`config.mk`:
```
export PLATFORM = sky130hd
export DESIGN_NAME = nonce_scheduler
export DESIGN_NICKNAME = d
export VERILOG_FILES = /design/src/rtl/nonce_scheduler.sv
export SDC_FILE = /design/constraint.sdc
export NUM_CORES = 1
export LEC_CHECK = 0
export CAP_MARGIN = 40
export CORE_AREA = 2 2 339 341
export CTS_CLUSTER_SIZE = 16
export DETAILED_ROUTE_END_ITERATION = 10
export DIE_AREA = 0 0 341 343
export GPL_ROUTABILITY_DRIVEN = 0
export SETUP_SLACK_MARGIN = 0.3
export SLEW_MARGIN = 15
export SYNTH_ARGS = -nofsm -noshare
export SYNTH_HDL_FRONTEND = slang
export SYNTH_SLANG_ARGS = --single-unit
```
`constraint.sdc`:
```
create_clock -name hash_clk -period 12.45 [get_ports hash_clk]
set_input_delay 3.735 -clock hash_clk [delete_from_list [all_inputs] [get_ports hash_clk]]
set_output_delay 3.735 -clock hash_clk [all_outputs]
set_load 0.005 [all_outputs]
```
`src/rtl/nonce_scheduler.sv`:
```
// Hands out nonce ranges to a pipelined hash core, blanks stale matches after a
// midstate change and queues golden nonces (tagged with the job id) for readout.
module nonce_scheduler #(
  parameter int unsigned MATCH_LATENCY = 261,
  parameter int unsigned FIFO_DEPTH    = 4
) (
  input  logic         hash_clk,
  input  logic         reset,
  input  logic         work_valid,
  output logic         work_ready,
  input  logic [255:0] work_midstate,
  input  logic [95:0]  work_data,
  input  logic [3:0]   work_id,
  input  logic [31:0]  nonce_start,
  input  logic [31:0]  nonce_end,
  output logic [255:0] core_midstate,
  output logic [95:0]  core_data,
  output logic [31:0]  core_nonce,
  input  logic         core_match,
  input  logic [31:0]  core_golden_nonce,
  output logic         res_valid,
  input  logic         res_ready,
  output logic [31:0]  res_nonce,
  output logic [3:0]   res_id,
  output logic         busy,
  output logic         done,
  output logic         overflow,
  output logic [1:0]   dbg_state
);

  // Handshakes: a transfer happens on a rising edge where valid && ready are both
  // high; work_valid/res_ready may depend on ready/valid, never the reverse.
  localparam int CW = (MATCH_LATENCY < 1) ? 1 : $clog2(MATCH_LATENCY + 1);
  localparam int AW = (FIFO_DEPTH < 2) ? 1 : $clog2(FIFO_DEPTH);
  localparam logic [CW-1:0] LAT      = CW'(MATCH_LATENCY);
  localparam logic [AW:0]   FULL_CNT = (AW+1)'(FIFO_DEPTH);

  typedef enum logic [1:0] {
    S_IDLE  = 2'd0,
    S_RUN   = 2'd1,
    S_DRAIN = 2'd2
  } state_e;

  state_e         state_q, state_d;
  logic [255:0]   core_midstate_q;
  logic [95:0]    core_data_q;
  logic [31:0]    core_nonce_q;
  logic [3:0]     job_id_q;
  logic [31:0]    job_start_q, job_end_q;
  logic [CW-1:0]  blank_cnt_q, drain_cnt_q;
  logic           done_q, overflow_q;
  logic [35:0]    fifo_q [FIFO_DEPTH];
  logic [AW-1:0]  wr_ptr_q, rd_ptr_q;
  logic [AW:0]    count_q;

  logic load, at_end, drain_last, match_ok, fifo_full, fifo_empty, push, pop;

  assign load       = work_valid && work_ready;
  assign at_end     = (core_nonce_q == job_end_q);
  assign drain_last = (drain_cnt_q <= CW'(1));
  assign fifo_full  = (count_q == FULL_CNT);
  assign fifo_empty = (count_q == '0);
  assign pop        = !fifo_empty && res_ready;
  // Range test is done relative to start so wrapped ranges need no special case.
  assign match_ok   = core_match && (blank_cnt_q == '0) &&
                      (state_q == S_RUN || state_q == S_DRAIN) &&
                      ((core_golden_nonce - job_start_q) <= (job_end_q - job_start_q));
  assign push       = match_ok && (!fifo_full || pop);

  always_ff @(posedge hash_clk) begin
    if (reset) state_q <= S_IDLE;
    else       state_q <= state_d;
  end

  always_comb begin
    state_d = state_q;
    unique case (state_q)
      S_IDLE:  if (load) state_d = S_RUN;
      S_RUN:   if (!load && at_end) state_d = S_DRAIN;
      S_DRAIN: if (drain_last) state_d = S_IDLE;
      default: state_d = S_IDLE;
    endcase
  end

  always_comb begin
    work_ready = (state_q != S_DRAIN);
    busy       = (state_q == S_RUN) || (state_q == S_DRAIN);
    dbg_state  = state_q;
  end

  always_ff @(posedge hash_clk) begin
    if (reset) begin
      core_midstate_q <= '0;
      core_data_q     <= '0;
      core_nonce_q    <= '0;
      job_id_q        <= '0;
      job_start_q     <= '0;
      job_end_q       <= '0;
      blank_cnt_q     <= '0;
      drain_cnt_q     <= '0;
      done_q          <= 1'b0;
    end else begin
      done_q <= (state_q == S_DRAIN) && drain_last;
      if (load) begin
        core_midstate_q <= work_midstate;
        core_data_q     <= work_data;
        core_nonce_q    <= nonce_start;
        job_id_q        <= work_id;
        job_start_q     <= nonce_start;
        job_end_q       <= nonce_end;
        blank_cnt_q     <= LAT;
      end else begin
        if (blank_cnt_q != '0) blank_cnt_q <= blank_cnt_q - CW'(1);
        if (state_q == S_RUN && !at_end) core_nonce_q <= core_nonce_q + 32'd1;
      end
      if (state_q == S_RUN && !load && at_end) drain_cnt_q <= LAT;
      else if (state_q == S_DRAIN && drain_cnt_q != '0) drain_cnt_q <= drain_cnt_q - CW'(1);
    end
  end

  always_ff @(posedge hash_clk) begin
    if (reset) begin
      for (int i = 0; i < FIFO_DEPTH; i++) fifo_q[i] <= '0;
      wr_ptr_q   <= '0;
      rd_ptr_q   <= '0;
      count_q    <= '0;
      overflow_q <= 1'b0;
    end else begin
      if (push) begin
        fifo_q[wr_ptr_q] <= {job_id_q, core_golden_nonce};
        wr_ptr_q         <= wr_ptr_q + AW'(1);
      end
      if (pop) rd_ptr_q <= rd_ptr_q + AW'(1);
      if (push && !pop)      count_q <= count_q + (AW+1)'(1);
      else if (pop && !push) count_q <= count_q - (AW+1)'(1);
      if (match_ok && fifo_full && !pop) overflow_q <= 1'b1;
    end
  end

  assign core_midstate       = core_midstate_q;
  assign core_data           = core_data_q;
  assign core_nonce          = core_nonce_q;
  assign res_valid           = !fifo_empty;
  assign {res_id, res_nonce} = fifo_q[rd_ptr_q];
  assign done                = done_q;
  assign overflow            = overflow_q;

endmodule

```
### Yosys cells after proc, flatten, opt, wreduce, memory -nomap -nowiden

Memory sizes are Yosys's and may differ from the RTL's. A register that Yosys moved wholly into a read port is not among the register bits.
Cells that the tools add are included.

* bits in writable memories: 144
* word-level logic and storage cells: 95
* memories: 1
* input port bits: 457
* register bits: 481

* add/subtract/negate cells: 9
* multiplexer cells: 22
* equality and inequality tests: 8
* reductions and logical operators: 37
* $lt $le $gt $ge: 2

Memory list
* fifo_q: depth 4, bits a word 36, read ports 1, clocked after memory_dff 1, wr ports 4, RTL line 52 `logic [35:0] fifo_q [FIFO_DEPTH];`

Operators with widths (number)
* 2-to-1 mux 32 bit: 2
* subtractor 32 bit: 2
* 2-to-1 mux 36 bit: 1
* 2-to-1 mux 9 bit: 4
* OR reduction 36 bit: 1
* adder 32 x 1 -> 32 bit (second input constant): 1
* == test 32 bit: 1
* <= comparator 32 bit: 1
* nonzero test 9 bit: 2
* subtractor 9 x 1 -> 9 bit (second input constant): 2
* logical AND 1 bit: 16
* 2-to-1 mux 2 bit: 6
* <= comparator 9 x 1 -> 1 bit (second input constant): 1
* logical NOT 9 bit: 1
* != test 2 bit (second input constant): 4
* nonzero test 2 bit: 4
* logical NOT 1 bit: 6
* 2-to-1 mux 1 bit: 6
* 2-to-1 mux 3 bit: 2
* one-hot mux 2 bit (3 select lines): 1
* adder 2 x 1 -> 2 bit (second input constant): 2
* OR reduction 2 bit: 2
* adder 3 x 1 -> 3 bit (second input constant): 1
* == test 3 bit (second input constant): 1
* other kinds (7): 8

### Depth between registers and ports, before layout

Gate-level depths: netlist of the first run.

* depth after elaboration: 10
* gate-level depth with buffers: 25

### Worst setup path after synthesis of the first run

Ideal clock, no wire load.

* path type: input to register
* start point: input core_golden_nonce[14]
* end point: memory fifo_q[1][0] (enable)
* stages on the path: 17
* path slack: 1752 ps
* arrival time: 10219 ps
* setup time: 479 ps
* data required time: 11971 ps
* path through: ha_1 -> clkbuf_1 -> nand4_1 -> nor4_1 -> and3_1 -> a32oi_1 -> a311oi_1 -> o21ai_0 -> a211o_1 -> ha_1 -> nand4_1 -> nor2_1 -> nand4_1 -> o41ai_1 -> o21ai_0 -> or4_1 -> o21ai_0

RTL lines
* from (decl): RTL line 20 `input logic [31:0] core_golden_nonce,`
* to (decl): RTL line 52

==> impl_metrics.ini, run 1 <==
[cts]
post_cts_hold_fix_bufs = 0
tritoncts.num_buffers = 76
post_cts_buffers = 0
clkTransAtPathRegs_ps = 60
htree_levels = 3
root_buffer = clkbuf_16
worst_skew_pair.late_latency_ps = 650
cts_max_path_buffers = 3
tritoncts = done
cts_num_sinks = 627
postCtsResizedCells = 0

[setup_path]
critical_path.cell_chain = clkdlybuf4s50_1, ha_1, nand4_1, nor4_1, and3_1, a32oi_1, a311oi_1, o21ai_0, a211o_1, ha_1, nand4_1, nor2_1, nand4_1, o41ai_1, o21ai_0, or4_1, o21ai_4, buf_4
setup_crit_end_kind = register
worstSetupStartpointType = primary input
cp_num_buf_inv = 2
worst_ep_required_time_ps = 12770
path_delay_family = compound AO/OA/AOI/OAI gates
crit_arrival_ps = 10380
timing.critical_path.slowest_stage_cell = a311oi_1
path_common_cell = nand4_1
critical-path-max-stage-delay_ps = 840
path_class = primary input to register
critical_path.max_fanout = 19

[power]
pwr-share-comb_pct = 20.0
p_sw_share_pct = 28.46
power_density_nw_per_um2 = 139.6
seq_power_share_pct = 39.5
power.clock.fraction_pct = 40.4
worst_ir_drop_vdd_v = 0.0001091
cellInternalPower_mw = 4.108
leakage_nw = 15.76
switchingPower_mw = 1.634

[floorplan]
io_pins = 884
floorplan.rows = 124
dieArea_sq_um = 117000
die-height_um = 343
die_w_um = 341
start_util_pct = 24.80
coreArea_sq_um = 113400

[grt]
globalRouteMet3Util_pct = 9.425
antenna_found_initial = 38
grt_use_met1_pct = 29.15
grt_usage_pct = 21.69
grt_pass1_vias = 25273
grt_first_pass_wirelength_mm = 183.4
globalRoute.totalOverflow = 0
grt-busiest-layer = met2
largest_net_degree_at_the_start_of_global_routing = 178
met2_usage_pct = 30.85

[detailed_routing]
routed-via-count = 26594
drt_iter0_drc = 2211
remaining_drc_errors = 0
drtAntennaViolNets = 0
drtPass1Iterations = 6
wl_per_cell_um = 23.68
routed_via_density = 4.746
finalWirelength_mm = 132.7

[place]
detailedPlacementHpwl_mm = 103.3
place_worst_setup_slack_ps = 1772
dp.cells = 5443
port_buffers = 883

[synth]
number_of_nets_produced_by_synthesis = 3779
synth_sequential_area_ratio_pct = 49.76
post-synth-top-area-cell = dfxtp_1
yosys-top-cells-area = dfxtp_1 34%, edfxtp_1 15%, nand2_1 12%, a21oi_1 9.0%, ha_1 4.5%
synth_seq_cells = 627
postSynth.topFlopCell = dfxtp_1
ys_async_rst_share_pct = 0
postSynthAreaPerCell_sq_um = 8.742
synth-edff-count = 144
mappedNetlistArea_sq_um = 28120
netlist.area_leader.share_pct = 34.38
post_synth_num_cell_types = 72
syn-instance-count = 3217
ys.warnings.count = 0

[sta]
setup_viol_count_final = 0
hold_viol_final = 0
post-route-worst-setup-slack_ps = 2388
layout_min_cycle_time_ps = 10060
skew_ps = 38.68
final.period_utilization_pct = 80.82
timing.max_slew.rel_slack_pct = 32.13
setup_total_negative_slack_ps = 0
drv_slew = 0
fmaxAchievable_mhz = 99.38
tightestPinTransition_ps = 1018
setup_repair_after_global_routing_missed_its_margin = false

[finish]
n_fill_cell = 11475
post_layout_nonfiller_instances = 5604
layout-drive-gt1-share_pct = 5.751
flow.area_growth_from_synthesis_pct = 46.23
finalNetCount = 4571

[hold_path]
hold_path.class = register to register

[run]
drv_cap = 0

[run_status]
outcome = finished, final reports clean
==> worst register-to-register path: stages (launching register included) <==
cell and delay [ps]:
dfxtp_1 330, inv_1 80, ha_1 440, nand4_1 200, nor4_1 560, and3_1 250, a32oi_1 90, a311oi_1 840
o21ai_0 330, a211o_1 360, ha_1 300, nand4_1 120, nor2_1 180, nand4_1 130, o41ai_1 360, o21ai_0 310
or4_1 590, o21ai_4 590, buf_4 400
==> state kept, by name, indices dropped and copies added (netlist names), 2 cells and up, named ones only <==
register and cells:
drain_cnt_q 9, job_end_q 32, dbg_state 2, core_midstate 256
fifo_q 144, core_data 96, count_q 3, core_nonce 32
job_id_q 4, wr_ptr_q 2, blank_cnt_q 9, rd_ptr_q 2
job_start_q 32
==> Yosys cell counts (all sizes together), types with 10 or more instances <==
library cell and count:
xor2 58, buf 14, nor4 15, o21ai 66, nor3 22, nor2 91
dfxtp 483, mux4 36, and2 120, a22oi 15, clkbuf 188, nand3 31
o21a 11, nand2 926, a21oi 506, xnor2 42, and3 52, inv 67
nand4 19, edfxtp 144, ha 102, a211oi 22, o31ai 12, a21o 37
nand2b 10
==> per-stage QoR <==
| step | instance area (sq um) | total power [mW] | hold slack (ps) | utilization, % |
|---|---|---|---|---|
| after CTS | 41070 | 5.795 | 453.3 | 36.21 |
| after floorplan | 28120 | 2.852 | 436.3 | - |
| after detailed placement | 38480 | 3.460 | 445.3 | 33.93 |
| after global routing | 41090 | 5.987 | 466.2 | 36.23 |
| final | 41120 | 5.742 | 451.3 | 36.26 |
| after global placement | 38340 | 3.443 | 440.7 | 33.80 |
==> final timing paths <==
check | endpoint | depth (start not counted) | from | slack, ps
setup reg to reg | fifo_q[1][1] | 18 | job_start_q[13] | 5650
hold reg to reg | core_midstate[239] | 2 | core_midstate[239] | 450
setup / recovery | fifo_q[1][1] | 18 | core_golden_nonce[13] | 2390
hold / removal | core_midstate[239] | 2 | core_midstate[239] | 450
==> area by class of cell <==
type	instances	area, sq um	share of cell area [%]
sequential	627	13990	34.03
multi-input combinational	2321	13130	31.92
timing repair buffer	916	9219	22.42
clock buffer	105	2236	5.437
tap	1512	1892	4.600
clock inverter	33	347.8	0.8458
inverter	67	251.5	0.6116
antenna	23	57.56	0.1400
==> power by group through the flow <==
| stage | clock network (mW) | registers (mW) | logic, mW |
|---|---|---|---|
| floorplan | 0 | 2.30 | 0.554 |
| global placement | 0 | 2.31 | 1.14 |
| detailed placement | 0 | 2.31 | 1.15 |
| CTS | 2.37 | 2.27 | 1.16 |
| global route | 2.45 | 2.28 | 1.26 |
| finish | 2.32 | 2.27 | 1.15 |
==> layer usage <==
metal	vias up	part of all wire (%)
met5	-	0.057
met4	14	3.2
met3	192	12
met2	1078	41
met1	12713	43
li1	12597	-
==> cell families after synthesis <==
logic type,share of synthesized area (%)
xor gates and xnor gates,3.114
muxes,3.065
and+or+nand+nor,20.35
adders and majority gates,4.752
buffers and inverters,3.742
DFF,49.76
AOI/OAI and AO/OA,15.22
==> cells in the final DEF (no fill, tap or decap), types with 7 or more instances in the layout <==
cell type / instances
a211o_1: 7
a211oi_1: 22
a21boi_0: 8
a21o_1: 37
a21oi_1: 506
a22oi_1: 15
a31oi_1: 7
and2_1: 106
and2_2: 14
and3_1: 50
buf_4: 23
clkbuf_1: 11
clkbuf_16: 80
clkbuf_8: 14
clkdlybuf4s50_1: 882
clkinv_2: 9
dfxtp_1: 482
diode_2: 23
edfxtp_1: 144
ha_1: 102
inv_1: 67
mux4_2: 36
nand2_1: 925
nand2b_1: 10
nand3_1: 31
nand4_1: 19
nor2_1: 88
nor2b_1: 8
nor3_1: 22
nor4_1: 15
o211ai_1: 7
o21a_1: 11
o21ai_0: 64
o21bai_1: 9
o22ai_1: 8
o31ai_1: 12
xnor2_1: 42
xor2_1: 58
Note: power is estimated with default switching activity, not from simulation.
==> run 2: changes to the inputs <==
==> constraint.sdc (replaced) <==
create_clock -name hash_clk -period 9.75 [get_ports hash_clk]
set_input_delay 2.925 -clock hash_clk [delete_from_list [all_inputs] [get_ports hash_clk]]
set_output_delay 2.925 -clock hash_clk [all_outputs]
set_load 0.005 [all_outputs]
==> impl_metrics.ini, run 2 (synthesis gave the netlist of run 1 again) <==
[cts]
post_cts_buffers = 0
cts_num_sinks = 627
clkTransAtPathRegs_ps = 60
tritoncts = done
root_buffer = clkbuf_16
postCtsResizedCells = 0
worst_skew_pair.late_latency_ps = 660
tritoncts.num_buffers = 76
cts_max_path_buffers = 3
post_cts_hold_fix_bufs = 0
htree_levels = 3

[setup_path]
setup.worst_path.start = core_golden_nonce[0]
setup_crit_end_kind = register
worstSetupEndpoint = count_q[2]
r2r_start = job_start_q[1]
timing.critical_path.slowest_stage_cell = clkdlybuf4s50_1
path_class = primary input to register
worstSetupStartpointType = primary input
ff2ff_setup_slack_ps = 3220
path_common_cell = ha_1
crit_reg_reg_endpoint = count_q[2]
path_delay_family = compound AO/OA/AOI/OAI gates
worstRegToRegCells = 23
worst-path-stages = 25
critical_path.max_fanout = 5
worst_ep_required_time_ps = 10320
cp_num_buf_inv = 3
critical-path-max-stage-delay_ps = 560
crit_arrival_ps = 9100

[finish]
post_layout_nonfiller_instances = 5598
flow.area_growth_from_synthesis_pct = 46.23
most_common_library_cell_in_the_layout_ignoring_fill_and_taps = nand2_1
layout-drive-gt1-share_pct = 5.631
highest_count_cells_in_the_layout_ignoring_fill_and_taps = 925 x nand2_1, 882 x clkdlybuf4s50_1, 506 x a21oi_1
largest_reg_flops = 256
finalNetCount = 4569
fin_area_sq_um = 41130

[run]
drv_cap = 0

[grt]
antenna_found_initial = 38
grt_pass1_vias = 25568
grt_first_pass_wirelength_mm = 183.5
grt_usage_pct = 21.64
largest_net_degree_at_the_start_of_global_routing = 193
globalRoute.totalOverflow = 0

[detailed_routing]
wl_per_cell_um = 23.76
finalWirelength_mm = 133.0
drtPass1Iterations = 5
remaining_drc_errors = 0
routed_via_density = 4.759
drtAntennaViolNets = 0
routed-via-count = 26643
drt_iter0_drc = 2392

[sta]
hold_ws_ps = 451.2
setup_total_negative_slack_ps = 0
setup_viol_count_final = 0
skew_ps = 35.14
fmaxAchievable_mhz = 117.3
layout_min_cycle_time_ps = 8526
timing.max_slew.rel_slack_pct = 29.77
final.period_utilization_pct = 87.45
setup_repair_after_global_routing_missed_its_margin = false
drv_slew = 0
tightestPinTransition_ps = 1053
hold_viol_final = 0

[place]
detailedPlacementHpwl_mm = 102.6
port_buffers = 883
postPlaceCellArea_sq_um = 38490
dp.cells = 5440

[hold_path]
hold_path.class = register to register

[power]
power_density_nw_per_um2 = 177.7
leakage_nw = 15.76
total_power_mw = 7.308
worst_ir_drop_vdd_v = 0.0001069

[floorplan]
coreArea_sq_um = 113400
io_pins = 884
floorplan.rows = 124
die_w_um = 341
start_util_pct = 24.80
dieArea_sq_um = 117000
die-height_um = 343

[run_status]
outcome = finished, final reports clean
-- run 2: changes by cell type in the layout (fill, tap and decap cells not counted), moves of 2 or more --
cell	before	now
buf_12	5	9
buf_4	23	19
clkbuf_16	80	76
clkbuf_8	14	18
diode_2	23	19
clkinv_1	2	5
clkinv_2	9	6
inv_6	5	7
-- run 2: power breakdown --
part / internal, mW / total (mW) / switching [mW]
clock network: 1.70 / 2.93 / 1.24
logic: 0.726 / 1.48 / 0.751
registers: 2.80 / 2.90 / 0.101
total: 5.22 / 7.31 / 2.09
-- run 2: final cells by class --
type / instances / area [sq um]
Multi-Input combinational cell: 2321 / 13130
Sequential cell: 627 / 13990
Clock inverter: 33 / 370.4
Timing Repair Buffer: 914 / 9249
Clock buffer: 105 / 2191
Tap cell: 1512 / 1892
Inverter: 67 / 251.5
Fill cell: 11526 / 72290
Antenna cell: 19 / 47.55
-- run 2: stage by stage --
step,util [%],setup slack [ps]
floorplan,-,-138.1
global placement,33.87,784.9
detailed placement,33.94,691.4
CTS,36.20,1389
global route,36.24,786.7
finish,36.26,1224
-- run 2: tightest hold or removal path, cell delays in order, from the launching register on --
cell,delay (ps)
dfxtp_1,300
nand2_1,50
a21oi_1,50
-- run 2: how the worst min path moves through the flow --
stage | start | to | slack (ps) | cells past startpoint
after global placement | core_midstate[120] | core_midstate[120] | 440 | 2
final | core_midstate[238] | core_midstate[238] | 450 | 2
after floorplan | job_start_q[10] | job_start_q[10] | 440 | 2
after detailed placement | core_midstate[30] | core_midstate[30] | 450 | 2
after global routing | core_midstate[236] | core_midstate[236] | 470 | 2
after CTS | core_midstate[166] | core_midstate[166] | 450 | 2
-- run 2: metal layers --
layer  routed length, um  vias up  share of wire (%)  GRT usage [%]
met1               58700    12741                 44          28.91
met3               14860      180                 11          9.392
met2               55900     1090                 42          31.34
li1                    -    12620                  -              -
met4                3280       12                2.5          6.250
met5                 250        -               0.19          1.122
